`src/rtl/ioexp_pkg.sv`:
```
// Shared types and constants for the 8243-style I/O expander.
// Latency: none (declarations only).
// Backpressure: none (declarations only).
package ioexp_pkg;

  // Two-bit opcode carried in P2[3:2] on the PROG falling edge.
  typedef enum logic [1:0] {
    CMD_READ  = 2'b00,
    CMD_WRITE = 2'b01,
    CMD_OR    = 2'b10,
    CMD_AND   = 2'b11
  } cmd_e;

  // Port selector carried in P2[1:0]; the physical port number is addr+4.
  localparam logic [1:0] PORT4 = 2'd0;
  localparam logic [1:0] PORT5 = 2'd1;
  localparam logic [1:0] PORT6 = 2'd2;
  localparam logic [1:0] PORT7 = 2'd3;

  // P7 bits whose falling edge acknowledges a TX byte / strobes an RX byte.
  localparam int P7_TX_ACK = 1;
  localparam int P7_RX_STB = 2;

  // Result of a meter write-class op on the P7 control register.
  function automatic logic [3:0] p7_apply(input cmd_e cmd, input logic [3:0] cur,
                                          input logic [3:0] dat);
    logic [3:0] res;
    res = cur;
    case (cmd)
      CMD_WRITE: res = dat;
      CMD_OR:    res = cur | dat;
      CMD_AND:   res = cur & dat;
      default:   res = cur;
    endcase
    return res;
  endfunction

endpackage

```
`src/rtl/ioexp_fifo.sv`:
```
// Generic synchronous FIFO with head-of-queue visibility and occupancy count.
// Latency: a pushed word is visible at head_dat one clock after the push.
// Backpressure: push ignored while full, pop ignored while empty; both in one cycle is legal.
module ioexp_fifo #(
  parameter int WIDTH = 8,
  parameter int DEPTH = 8
) (
  input  logic                           clk,
  input  logic                           nrst,
  input  logic                           push,
  input  logic [WIDTH-1:0]               push_dat,
  input  logic                           pop,
  output logic [WIDTH-1:0]               head_dat,
  output logic                           full,
  output logic                           empty,
  output logic [$clog2(DEPTH+1)-1:0]     level
);

  localparam int AW = $clog2(DEPTH);
  localparam int LW = $clog2(DEPTH+1);

  logic [AW:0]      wr_ptr;
  logic [AW:0]      rd_ptr;
  logic [WIDTH-1:0] mem [DEPTH];
  logic             do_push;
  logic             do_pop;

  // Pointers carry one extra MSB so full and empty are distinguishable.
  assign empty    = (wr_ptr == rd_ptr);
  assign full     = (wr_ptr[AW] != rd_ptr[AW]) && (wr_ptr[AW-1:0] == rd_ptr[AW-1:0]);
  assign level    = LW'(wr_ptr - rd_ptr);
  assign do_push  = push & ~full;
  assign do_pop   = pop & ~empty;
  assign head_dat = mem[rd_ptr[AW-1:0]];

  // Pointer advance; wraps naturally modulo 2*DEPTH.
  always_ff @(posedge clk or negedge nrst) begin
    if (!nrst) begin
      wr_ptr <= '0;
      rd_ptr <= '0;
    end else begin
      if (do_push) wr_ptr <= wr_ptr + 1'b1;
      if (do_pop)  rd_ptr <= rd_ptr + 1'b1;
    end
  end

  // Storage write; contents need no reset because empty masks them.
  always_ff @(posedge clk) begin
    if (do_push) mem[wr_ptr[AW-1:0]] <= push_dat;
  end

endmodule

```
`src/rtl/ioexp_buf.sv`:
```
// 8243-style I/O expander bridging the meter PROG/P2 bus to UART byte FIFOs.
// Latency: read data/oe SYNC_STAGES+1 clks after PROG falls; writes land SYNC_STAGES+1 clks after PROG rises.
// Backpressure: tx_ready drops when TX FIFO full; RX bytes pushed into a full FIFO are dropped and flagged.
module ioexp_buf
  import ioexp_pkg::*;
#(
  parameter int TX_DEPTH    = 8,
  parameter int RX_DEPTH    = 8,
  parameter int SYNC_STAGES = 2
) (
  input  logic                              clk,
  input  logic                              nrst,
  input  logic [3:0]                        p2i,
  output logic [3:0]                        p2o,
  input  logic                              prog_n,
  output logic                              p2_oe,
  input  logic [7:0]                        tx_data,
  input  logic                              tx_valid,
  output logic                              tx_ready,
  output logic [7:0]                        rx_data,
  output logic                              rx_valid,
  input  logic                              rx_ready,
  output logic                              rx_overflow,
  input  logic                              ovf_clr,
  output logic [$clog2(TX_DEPTH+1)-1:0]     tx_level,
  output logic [$clog2(RX_DEPTH+1)-1:0]     rx_level
);

  logic [SYNC_STAGES-1:0] prog_sync;
  logic [3:0]             p2i_sync [SYNC_STAGES];
  logic [SYNC_STAGES-1:0] smp_vld;
  logic                   prog_n_s;
  logic [3:0]             p2i_s;
  logic                   prog_q;
  logic [3:0]             p2i_q;
  logic                   armed;
  logic                   fall;
  logic                   rise;

  cmd_e                   cmd;
  logic [1:0]             addr;
  logic                   rd_phase;
  logic [3:0]             p7;
  logic [3:0]             stage_lo;
  logic [3:0]             stage_hi;
  logic [3:0]             p7_nxt;
  logic [3:0]             lo_nxt;
  logic [3:0]             hi_nxt;
  logic                   tx_pop;
  logic                   rx_push;

  logic [7:0]             tx_head;
  logic                   tx_full;
  logic                   tx_empty;
  logic                   rx_full;
  logic                   rx_empty;

  // Synchronisers for PROG and P2; smp_vld marks when the last stage holds a real pin sample
  // rather than its reset value, so a PROG held low through reset never looks like a fall.
  always_ff @(posedge clk or negedge nrst) begin
    if (!nrst) begin
      prog_sync <= '1;
      smp_vld   <= '0;
      for (int i = 0; i < SYNC_STAGES; i++) p2i_sync[i] <= 4'hF;
    end else begin
      prog_sync   <= {prog_sync[SYNC_STAGES-2:0], prog_n};
      smp_vld     <= {smp_vld[SYNC_STAGES-2:0], 1'b1};
      p2i_sync[0] <= p2i;
      for (int i = 1; i < SYNC_STAGES; i++) p2i_sync[i] <= p2i_sync[i-1];
    end
  end

  assign prog_n_s = prog_sync[SYNC_STAGES-1];
  assign p2i_s    = p2i_sync[SYNC_STAGES-1];

  // One-cycle history for edge detection and arming once PROG is genuinely seen high.
  always_ff @(posedge clk or negedge nrst) begin
    if (!nrst) begin
      prog_q <= 1'b1;
      p2i_q  <= 4'hF;
      armed  <= 1'b0;
    end else begin
      prog_q <= prog_n_s;
      p2i_q  <= p2i_s;
      if (smp_vld[SYNC_STAGES-1] && prog_n_s) armed <= 1'b1;
    end
  end

  // p2i_q is the sample from the last cycle before the edge, i.e. the settled nibble.
  assign fall = armed &  prog_q & ~prog_n_s;
  assign rise = armed & ~prog_q &  prog_n_s;

  // Latch the command/port on PROG fall and track whether the meter is reading.
  always_ff @(posedge clk or negedge nrst) begin
    if (!nrst) begin
      cmd      <= CMD_READ;
      addr     <= PORT4;
      rd_phase <= 1'b0;
    end else if (fall) begin
      cmd      <= cmd_e'(p2i_q[3:2]);
      addr     <= p2i_q[1:0];
      rd_phase <= (cmd_e'(p2i_q[3:2]) == CMD_READ);
    end else if (rise) begin
      rd_phase <= 1'b0;
    end
  end

  // Execute the latched op against the data nibble on PROG rise; OR/AND only affect P7.
  always_comb begin
    p7_nxt = p7;
    lo_nxt = stage_lo;
    hi_nxt = stage_hi;
    if (rise) begin
      if (addr == PORT7) begin
        p7_nxt = p7_apply(cmd, p7, p2i_q);
      end else if (cmd == CMD_WRITE) begin
        if (addr == PORT4) lo_nxt = p2i_q;
        if (addr == PORT5) hi_nxt = p2i_q;
      end
    end
  end

  assign tx_pop  = p7[P7_TX_ACK] & ~p7_nxt[P7_TX_ACK];
  assign rx_push = p7[P7_RX_STB] & ~p7_nxt[P7_RX_STB];

  // Port registers written by meter ops.
  always_ff @(posedge clk or negedge nrst) begin
    if (!nrst) begin
      p7       <= 4'hF;
      stage_lo <= 4'h0;
      stage_hi <= 4'h0;
    end else begin
      p7       <= p7_nxt;
      stage_lo <= lo_nxt;
      stage_hi <= hi_nxt;
    end
  end

  // Sticky overflow; a new drop in the same cycle as a clear keeps the flag set.
  always_ff @(posedge clk or negedge nrst) begin
    if (!nrst)                  rx_overflow <= 1'b0;
    else if (rx_push & rx_full) rx_overflow <= 1'b1;
    else if (ovf_clr)           rx_overflow <= 1'b0;
  end

  // Readback mux follows the latched port; P6 reports FIFO status to the meter.
  always_comb begin
    p2o = 4'h0;
    case (addr)
      PORT4:   p2o = tx_empty ? 4'h0 : tx_head[3:0];
      PORT5:   p2o = tx_empty ? 4'h0 : tx_head[7:4];
      PORT6:   p2o = {rx_full, 1'b1, 1'b0, tx_empty};
      default: p2o = p7;
    endcase
  end

  // Raw prog_n so the meter gets the bus back the instant it raises PROG.
  assign p2_oe = rd_phase & ~prog_n;

  assign tx_ready = ~tx_full;
  assign rx_valid = ~rx_empty;

  ioexp_fifo #(.WIDTH(8), .DEPTH(TX_DEPTH)) u_tx_fifo (
    .clk      (clk),
    .nrst     (nrst),
    .push     (tx_valid & ~tx_full),
    .push_dat (tx_data),
    .pop      (tx_pop),
    .head_dat (tx_head),
    .full     (tx_full),
    .empty    (tx_empty),
    .level    (tx_level)
  );

  ioexp_fifo #(.WIDTH(8), .DEPTH(RX_DEPTH)) u_rx_fifo (
    .clk      (clk),
    .nrst     (nrst),
    .push     (rx_push),
    .push_dat ({stage_hi, stage_lo}),
    .pop      (rx_ready & ~rx_empty),
    .head_dat (rx_data),
    .full     (rx_full),
    .empty    (rx_empty),
    .level    (rx_level)
  );

endmodule

```
`config.mk`:
```
export PLATFORM = sky130hd
export DESIGN_NAME = ioexp_buf
export DESIGN_NICKNAME = d
export VERILOG_FILES = /design/src/rtl/ioexp_pkg.sv /design/src/rtl/ioexp_fifo.sv /design/src/rtl/ioexp_buf.sv
export SDC_FILE = /design/constraint.sdc
export NUM_CORES = 1
export LEC_CHECK = 0
export BUFFER_PORTS_ARGS = -buffer_cell sky130_fd_sc_hd__buf_4
export CAP_MARGIN = 20
export CORE_MARGIN = 5
export CORE_UTILIZATION = 45
export DETAILED_ROUTE_END_ITERATION = 7
export GPL_ROUTABILITY_DRIVEN = 0
export PLACE_DENSITY = 0.67
export SLEW_MARGIN = 15
export SYNTH_ARGS = -nofsm -noshare
export SYNTH_HDL_FRONTEND = slang
export SYNTH_HIERARCHICAL = 1
export SYNTH_SLANG_ARGS = --single-unit
export TNS_END_PERCENT = 100
```
`constraint.sdc`:
```
create_clock -name clk -period 8.8 [get_ports clk]
set_input_delay 2.64 -clock clk [delete_from_list [all_inputs] [get_ports clk]]
set_output_delay 2.64 -clock clk [all_outputs]
set_load 0.03 [all_outputs]
```
# == After elaboration in Yosys (flattened, before gate mapping) ==
# Memory sizes are Yosys's and may differ from the RTL's.
# Cells that the tools add are included.
# W data, S select, Z words.
# word_totals
register_bits,52
memories,2
mem_bits_rw,128
# memory_table
name,words,width,read_ports,rd_ports_with_merged_regs,write_ports,line_no,text
u_rx_fifo.mem,8,8,1,0,1,ioexp_fifo.sv:24,logic [WIDTH-1:0] mem [DEPTH];
u_tx_fifo.mem,8,8,1,0,1,ioexp_fifo.sv:24,
# op_classes
eq_ne,12
n_reduce_logical,11
add_sub_neg,6
muxes,14
bitwise,26
# op_table
op,n
$pmux W4 S3,2
$add A4 B1 Y4 const B,4
$and A1 B1 Y1,14
$not A1 Y1,10
$eq A2 B2 Y1 const B,4
$eq A4 B4 Y1,2
$mux W1,8
$mux W4,2
$reduce_and A4 Y1,2
$sub A4 B4 Y4,2
$eq A3 B3 Y1,2
$mux W3,2
$and A4 B4 Y4,1
$eq A2 B1 Y1 const B,2
$logic_not A2 Y1,2
$or A4 B4 Y4,1
$reduce_bool A2 Y1,2
$logic_and A1 B1 Y1,3
$reduce_and A3 Y1,1
$reduce_bool A3 Y1,1
$ne A1 B1 Y1,2

# == Logic depth before layout (Yosys ltp) ==
# Gate-level depths: netlist of the first run.
# depth
depth_word,9
ltp_mapped,10
ltp_nobuf,8

# == Hierarchy ==
# Netlist of the first run, hierarchy kept.
# by_module_without_submodules
module,area_per_inst_um2,seq_area_each_um2,instances,cells_each
ioexp_fifo (u_rx_fifo),2996.6,2122.0,1,168
ioexp_fifo (u_tx_fifo),2990.4,2122.0,1,167
ioexp_buf,1441.4,924.6,1,98

# == Worst setup path after synthesis of the first run ==
# OpenSTA, ideal clock, no wires.
# synth_path
kind,input to output
startpoint,input port prog_n
endpoint,output port p2_oe
required_time_ps,6160
stages,1
path_slack_ps,3118
n_path_buf,0
arrival_time_ps,3042
path_cell_list,nor2_1
# synth_between
elab_chain_len,2
# synth_rtl
element,line_no,text
"start, declared",ioexp_buf.sv:15,"input logic prog_n,"
$not A1 Y1,ioexp_buf.sv:158,assign p2_oe = rd_phase & ~prog_n;
$and A1 B1 Y1,ioexp_buf.sv:158,
"end, declared",ioexp_buf.sv:16,"output logic p2_oe,"
# No other way between the ends.

# == Worst setup path after layout of the first run ==
# Ends and elaborated chain as after synthesis.

==> results of run 1 <==
==> worst max-delay path, delay by kind of cell <==
family,cells,cell delay [ps]
simple gates,1,80
buf+inv,2,280
==> placed cells by master, fill, tap and decap left out, types with 2 or more instances in the layout <==
cell type and instances:
ha_1 10, inv_2 2, fa_1 2, o21ai_2 2
a21oi_1 2, mux4_1 2, nor3_1 9, buf_4 52
nor4_1 2, nand2_1 55, mux2_1 4, buf_2 2
mux2i_1 2, o21ai_4 2, edfxtp_1 128, or3_2 3
nor2_1 19, inv_6 3, clkinvlp_4 2, a21o_1 2
dfstp_2 19, nand3_1 4, a22o_1 7, nor2_2 2
nor2b_1 2, clkinv_4 2, o211ai_2 2, mux2_2 10
inv_1 21, clkbuf_16 17, xnor2_1 11, xnor2_2 2
dfrtp_1 33, mux4_2 30, mux2_4 6, inv_8 5
xor2_1 8
==> through the flow <==
stage               util (%)  cell area, um^2  power, mW
global route            52.1             8550       2.79
CTS                     52.1             8550       2.68
detailed placement      48.7             7980       1.96
global placement        48.6             7980       1.94
floorplan                  -             7430       1.72
finish                  52.1             8550       2.64
==> sequential cells by signal, indices dropped and copies added, names as in the netlist, 4 cells and up <==
name and count:
u_rx_fifo/wr_ptr 4, u_rx_fifo/mem 64, u_tx_fifo/mem 64, p2i_q 4
u_tx_fifo/rd_ptr 4, p2i_sync 4, p2i_s 4, p7 4
u_tx_fifo/wr_ptr 4, u_rx_fifo/rd_ptr 4, stage_lo 4, stage_hi 4
==> layout make-up <==
class / instances / share of cell area (%)
inverter: 23 / 1.01
clock inverter: 15 / 1.64
multi-input combinational: 215 / 24.1
sequential: 180 / 60.4
clock buffer: 17 / 4.97
tap: 220 / 3.22
timing repair buffer: 54 / 4.68
==> worst paths after layout <==
path / start / to / slack [ps] / cells after the start
min in group asynchronous: nrst / u_tx_fifo/wr_ptr[0] / 2230 / 1
setup reg to reg: u_tx_fifo/rd_ptr[1] / u_tx_fifo/mem[5][6] / 5380 / 7
max in group asynchronous: nrst / stage_lo[3] / 6090 / 1
hold / removal: p2i_s[2] / p2i_q[2] / 360 / 0
setup / recovery: prog_n / p2_oe / 3160 / 3
hold reg to reg: p2i_s[2] / p2i_q[2] / 360 / 0
==> power by group through the flow <==
stage / Combinational (mW) / Clock (mW) / Sequential [mW]
finish: 0.759 / 0.714 / 1.17
global route: 0.830 / 0.773 / 1.19
CTS: 0.773 / 0.732 / 1.17
detailed placement: 0.769 / 0 / 1.19
global placement: 0.758 / 0 / 1.18
floorplan: 0.595 / 0 / 1.13
==> kinds of logic after synthesis <==
logic type,count (synthesis)
buffers and inverters,38
other,1
DFF,180
AOI/OAI and AO/OA,23
xor gates and xnor gates,21
muxes,54
adders and majority gates,12
and+or+nand+nor,104
==> layer usage <==
metal	wire, um	vias to the layer above
met3	558	18
met4	226	0
met5	0	-
met2	6280	81
li1	-	1729
met1	5820	1922
==> impl_results.md, run 1 <==
- Global routing's busiest layer: met2
- Yosys warning count: 6
- Dpl cells: around 690
- Adder-cell share of the synthesized area: under 10%
- Met2 Usage GRT: a little under a quarter
- Largest net degree at the start of global routing: 53
- Fin. Hold Viols: 0
- Cells after Synth: 433
- Clk buf depth: 2
- Row Count: between 40 and 50
- Synth area leader: edfxtp_1
- IO Pins: 42
- Commonest cells in the netlist: edfxtp_1, nand2_1, dfrtp_1, mux4_2, inv_1
- Max_cap viols: 0
- Slew HR: a little over a third
- Setup Crit Path Kind: in -> out
- Post-CTS resize count: 0
- Worst setup SP type: input pin
- Final wirelength: 12900 um
- Synth area leaders: edfxtp_1, dfrtp_1, mux4_2
- Num CTS Buffers: 17
- DP HPWL: 8610 um
- Synth Area in XOR/XNOR: 2.68%
- Clock power frac: 27.0%
- Mux cell area share after synthesis: 13.4%
- Post-synth top area share: 51.7%
- CTS hold repair buffers: 0
- Clk_skew: about 9.7 ps
- Yosys cell types: 49
- CTS Sinks: 180
- Met3 Usage GRT: 3.83%
- Number of synthesized register bits: 180
- Initial antenna violation count: 0
- Cells along the critical path: buf_4 > nor2_1 > buf_4
- Vias in the first global route: 3986
- Vias per cell: 5.18
- Worst skew pair latency: 430 ps
- Multi-input logic area: just over 2000 um^2
- Grt total ovfl: 0
- Fill cells: 1304
- Setup-failing EPs final: 0
- Root buf cell: clkbuf_16
- Simple-gate share of the synthesized area: 6.50%
- Setup Slack @ Placement: between 3000 and 4000 ps
- Setup TNS Final: 0 ps
- RSZ-0062 raised after global routing: false
- EDFF count, synth: roughly 130
- Core ar.: 16400 um^2
- Post-synthesis compound-gate area fraction: 2.85%
- Die width: 138 um
- Share of cells above drive strength 1: 33.5%
- Via count: ~3800
- Max-slew violations: 0
- Post-CTS Setup Inserts: 0
- Slowest CP cell: buf_4
- P&R area growth vs syn: 15.2%
- Power per cell area: 309 nW/um^2
- Synth Cell Area: 7430 um^2
- Main combinational cell family by area after synthesis: multiplexers
- Measured slew at the worst slew-check pin: 958 ps
- F_max: 177 MHz
- Count leader, synth: edfxtp_1
- Post-synthesis sequential area ratio: 69.6%
- Min cycle time layout: approximately 5600 ps
- Critical path arrival: roughly 3000 ps
- Synth Net Count: ~460
- Max incr delay on CP: 170 ps
- Hold WC Path Type: reg -> reg
- WP data required: approximately 6200 ps
- Sw Pwr: ~0.88 mW
- Port Buffers: 41
- Internal cell power: 1.76 mW
- Final net count: 521
- Clock transition at the registers of the reported paths: 70 ps
- First-pass GRT wire length: 21300 um
- GRT Total Usage: 14.2%
- Die ar.: 19200 um^2
- Htree depth: 4
- Post-route DRC: 0
- Flop pwr share: between 40% and 50%
- GR met1 Demand/Resource: 18.7%
- Post-Layout Cell Count: between 700 and 800
- DRT Pass-1 Iters: 4
- Gate power share: roughly 29%
- WL/cell: 17.8 um
- Setup ws final: 3160 ps
- Synth Flop Type: edfxtp_1
- TritonCTS clock tree: yes
- Leakage: 3.21 nW
- CP most frequent cell: buf_4
- Worst-path fanout max: 2
- Min Hold Slack: approximately 360 ps
- Crit share post-route: between 60% and 70%
- Status: completed
- Initial Util: between 40 and 50%
- Syn_area_per_cell: 17.2 um^2
- Critical Path Sink Type: output port
- DR iter-0 viols: about 190
- Detail Route Antenna Nets: 0
- Async set-reset flop share out of synthesis: 28.9%
- Die height: 138 um
- Worst vdd ir: about 180 uV
- Switching Share: 33.2%
- N_diodes: 0
- Register area: 5170 um^2
Note: power is estimated with default switching activity, not from simulation.
==> run 2, diff against run 1 <==
clock period = 5.6 ns   (was 8.8 ns; I/O delays follow)
==> impl_results.md, run 2 (synthesis results as in run 1) <==
- Initial Util: 45.3%
- Fin. Hold Viols: 0
- Power per cell area: 492 nW/um^2
- Vias per cell: 5.24
- Setup TNS Final: 0 ps
- Clk buf depth: 2
- Internal cell power: roughly 2.8 mW
- Hold Startpoint: smp_vld[0]
- Leakage: 3.22 nW
- Die ar.: 19200 um^2
- Grt total ovfl: 0
- Largest net degree at the start of global routing: 53
- DRT Pass-1 Iters: 4
- Post-CTS resize count: 0
- Worst vdd ir: 270 uV
- Max incr delay on CP: 650 ps
- Post-CTS Setup Inserts: 0
- Critical path arrival: 2810 ps
- Initial antenna violation count: 0
- Max-slew violations: 0
- Most common cell after layout, fill and taps aside: edfxtp_1
- Clock power frac: 27.5%
- First-pass GRT wire length: 22500 um
- TritonCTS clock tree: yes
- Post-route DRC: 0
- WL/cell: approximately 19 um
- N_diodes: 0
- Most frequent cells in the layout: edfxtp_1, nand2_1, buf_4
- Cells along the critical path: buf_4 > mux4_1 > nand2_1 > nand2_1 > mux2_2 > a22o_1 > buf_4
- Root buf cell: clkbuf_16
- Via count: 3779
- Reg2reg path depth: 7
- Setup-failing EPs final: 0
- Slew HR: 34.3%
- Worst skew pair latency: 430 ps
- Worst-path fanout max: 12
- WHS Path Cells: 0
- Worst setup SP type: register
- Clock transition at the registers of the reported paths: roughly 70 ps
- P&R area growth vs syn: 15.5%
- Detail Route Antenna Nets: 0
- Dpl cells: 689
- Vias in the first global route: between 4000 and 5000
- F_max: between 200 and 250 MHz
- RSZ-0062 raised after global routing: false
- DP HPWL: just under 9000 um
- Port Buffers: 41
- DR iter-0 viols: ~280
- Crit share post-route: 80.2%
- Core ar.: 16400 um^2
- Gate power share: 29.3%
- Die width: 138 um
- Num CTS Buffers: 17
- GRT Total Usage: between 15 and 20%
- Status: completed
- Htree depth: 4
- IO Pins: 42
- Max_cap viols: 0
- Reg2Reg Launch Point: u_tx_fifo/rd_ptr[2]
- Critical Path Sink Type: output port
- Measured slew at the worst slew-check pin: 981 ps
- Final net count: about 520
- WP data required: between 3000 and 4000 ps
- Die height: 138 um
- Final wirelength: 13400 um
- Row Count: 47
- Share of cells above drive strength 1: about a third
- Post-Layout Cell Count: 721
- Clk_skew: 6.54 ps
- Min cycle time layout: 4490 ps
- Slowest CP cell: dfrtp_1
- CTS hold repair buffers: 0
- Setup Crit Path Kind: reg -> out
- Crit path launch: u_tx_fifo/rd_ptr[0]
- Flop pwr share: 43.2%
- Switching Share: 33.3%
- CTS Sinks: 180
- Hold WC Path Type: reg -> reg
- Sw Pwr: 1.41 mW
## run 2: cell count changes in the layout (fill, tap and decap cells not counted), moves of 2 or more
cell / before / now
inv_6: 3 / 6
clkinv_4: 2 / 0
nor3_1: 9 / 4
nor3_2: 0 / 5
inv_8: 5 / 3
buf_2: 2 / 0
## run 2: area by class of cell
class | instances | area [um^2]
inverters | 23 | 86.3
flip-flops and latches | 180 | 5170
clock inverters | 15 | 158
repair buffers | 51 | 383
well taps | 220 | 275
multi-input cells | 215 | 2080
clock buffers | 17 | 425
fillers | 1338 | 7830
## run 2: stage by stage
| step | setup WS (ps) | utilization [%] | power [mW] | hold WS, ps | instance area (um^2) |
|---|---|---|---|---|---|
| 2_1_floorplan | 1610 | - | 2.71 | 331 | 7430 |
| 3_3_place_gp | 1500 | 48.7 | 3.07 | 332 | 7990 |
| 3_5_place_dp | 1530 | 48.7 | 3.10 | 336 | 8000 |
| 4_1_cts | 1050 | 52.3 | 4.27 | 351 | 8580 |
| 5_1_grt | 926 | 52.3 | 4.44 | 359 | 8580 |
| 6_report | 1110 | 52.3 | 4.22 | 347 | 8580 |
## run 2: critical path: cells and delay by family (launching register included)
kind / cells / cell delay (ps)
mux: 2 / 830
simple gates: 2 / 130
flops: 1 / 650
compound gates: 1 / 260
buf+inv: 2 / 510
## run 2: final timing paths
kind                                  endpoint  slack, ps
setup / recovery                        p2o[0]       1110
setup reg to reg           u_tx_fifo/mem[6][0]       2420
min in group asynchronous  u_tx_fifo/rd_ptr[1]       1280
hold / removal                      smp_vld[1]        350
hold reg to reg                     smp_vld[1]        350
max in group asynchronous                armed       3860
## run 2: layer usage
layer	up-vias	GRT usage, %	wire [um]
li1	1729	-	-
met1	1924	19.3	5930
met2	103	24.9	6680
met3	23	3.73	535
met4	0	6.03	289
met5	-	0	0
## run 2: power by group through the flow
stage / Sequential (mW) / Combinational [mW] / Clock (mW)
after floorplan: 1.77 / 0.935 / 0
after CTS: 1.83 / 1.26 / 1.19
after global routing: 1.85 / 1.34 / 1.25
after global placement: 1.84 / 1.23 / 0
final: 1.82 / 1.24 / 1.16
after detailed placement: 1.85 / 1.25 / 0
==> run 3, diff against run 2 <==
ABC_AREA = 1   (was default)
PLACE_DENSITY = 0.69   (was 0.67)
clock period = 4.05 ns   (was 5.6 ns; I/O delays follow)
==> impl_results.md, run 3 <==
- Share of cells above drive strength 1: 12.8%
- P&R area growth vs syn: 12.1%
- Port Buffers: 41
- Final net count: 960
- Worst vdd ir: roughly 750 uV
- Critical path arrival: 2600 ps
- Max-slew violations: 0
- DR iter-0 viols: 417
- Synth Flop Type: edfxtp_1
- Final wirelength: 16600 um
- Initial antenna violation count: 0
- Post-Layout Cell Count: 1177
- F_max: 262 MHz
- Clock transition at the registers of the reported paths: 70 ps
- Post-Place Cell Area: 8810 um^2
- Count leader, synth: nand2_1
- Syn_area_per_cell: 9.39 um^2
- Number of synthesized register bits: 180
- Hold WC Path Type: reg -> reg
- First-pass GRT wire length: 27400 um
- Most frequent cells in the layout: nand2_1, inv_1, edfxtp_1
- Post-synthesis sequential area ratio: 61.7%
- Worst-path fanout max: 13
- IO Pins: 42
- Clk buf depth: 2
- Worst skew pair latency: ~420 ps
- Vias in the first global route: ~5400
- GR met1 Demand/Resource: 21.0%
- CTS Sinks: 180
- Die width: about 150 um
- Post-synth top area share: a little under half
- Num CTS Buffers: 17
- Fin. Hold Viols: 0
- Yosys warning count: 6
- Vias per cell: 4.84
- Global routing's busiest layer: met2
- EDFF count, synth: ~130
- Most common cell after layout, fill and taps aside: nand2_1
- Leakage: around 4.5 nW
- Synth area leaders: edfxtp_1, nand2_1, dfrtp_1
- Slew HR: 41.5%
- Detail Route Antenna Nets: 0
- Synth Cell Area: approximately 8400 um^2
- Setup Slack @ Placement: 480 ps
- Setup ws final: about 230 ps
- Root buf cell: clkbuf_16
- Post-route DRC: 0
- Crit share post-route: 94.2%
- Met3 Usage GRT: 3.94%
- Dpl cells: ~1100
- Row Count: 50
- Htree depth: 4
- Initial Util: 45.2%
- Core ar.: 18500 um^2
- WL/cell: 14.1 um
- Cells after Synth: 892
- Yosys cell types: 32
- Setup-failing EPs final: 0
- Synth Net Count: 922
- Status: completed
- GRT Total Usage: 16.1%
- Min cycle time layout: 3820 ps
- Commonest cells in the netlist: nand2_1, inv_1, edfxtp_1, nand3_1, dfrtp_1
- Met2 Usage GRT: 26.0%
- Async set-reset flop share out of synthesis: 28.9%
- Max_cap viols: 0
- Die height: 146 um
- TritonCTS clock tree: yes
- Setup TNS Final: 0 ps
- DRT Pass-1 Iters: 7
- Power per cell area: roughly 550 nW/um^2
- Largest net degree at the start of global routing: 53
- Synth area leader: edfxtp_1
- DP HPWL: 11200 um
- N_diodes: 0
- Die ar.: 21400 um^2
- WP data required: about 2800 ps
- Setup Crit Path Kind: reg -> out
- Critical Path Sink Type: output port
- RSZ-0062 raised after global routing: false
- Measured slew at the worst slew-check pin: 874 ps
- Grt total ovfl: 0
- Clk_skew: 10.4 ps
- Post-CTS Setup Inserts: 0
- Design Area, Final: around 9400 um^2
- Worst setup SP type: register
- Via count: 5691
==> run 3: timing repair <==
action | in CTS | in global routing
setup endpoints to repair | 0 | 4
gates resized for setup | 0 | 4
hold buffers | 0 | 0
==> run 3: cells by family (layout without fill, tap and decap cells) <==
family	after synthesis	in the layout	share of synthesized area, %
compound gates	22	22	1.49
xor+xnor	6	6	0.627
fa+ha+maj	12	12	1.97
buf+inv	199	250	10.2
flops	180	180	61.7
other cells	1	1	0.0448
simple gates	472	472	24.0
==> run 3: layer usage <==
metal / wire length [um] / share of wire [%]
met5: 0 / 0
met4: 379 / 2.3
met3: 761 / 4.6
met2: 8070 / 49
met1: 7420 / 45
==> run 3: report_power, final <==
part / leakage [nW] / switching, mW / total (mW) / internal [mW]
clock network: 0.292 / 0.699 / 1.57 / 0.875
registers: 1.80 / 0.153 / 2.37 / 2.22
logic: 2.38 / 0.875 / 1.26 / 0.388
==> run 3: final timing paths <==
check,endpoint,slack (ps),cells after the start,from
worst max-delay path,p2o[1],230,10,u_tx_fifo/rd_ptr[2]
worst min register to register,smp_vld[1],350,0,smp_vld[0]
worst min-delay path,smp_vld[1],350,0,smp_vld[0]
max in group asynchronous,u_tx_fifo/rd_ptr[2],2740,1,nrst
min in group asynchronous,u_rx_fifo/rd_ptr[1],810,1,nrst
worst max register to register,u_tx_fifo/mem[2][5],990,9,u_tx_fifo/rd_ptr[2]
==> run 3: cell type report <==
cell class,count,area [um^2]
Timing Repair Buffer,45,338
Sequential cell,180,5170
Inverter,173,662
Clock buffer,21,484
Multi-Input combinational cell,513,2360
Tap cell,234,293
Fill cell,1653,9130
Clock inverter,11,85.1
==> run 3: per-stage QoR <==
stage	utilization (%)	total power [mW]	hold slack, ps
6_report	50.7	5.21	354
5_1_grt	50.7	5.49	358
4_1_cts	50.7	5.24	353
3_5_place_dp	47.6	3.66	337
3_3_place_gp	47.6	3.62	333
2_1_floorplan	-	3.28	331
==> run 3: critical path, stage by stage, from the launching register on <==
cell	delay, ps
dfrtp_2	510
clkinvlp_4	220
ha_1	370
nand2_1	110
nor2_4	130
nand2_2	110
inv_1	80
clkinv_1	190
nand3_1	160
o211ai_1	110
buf_4	180
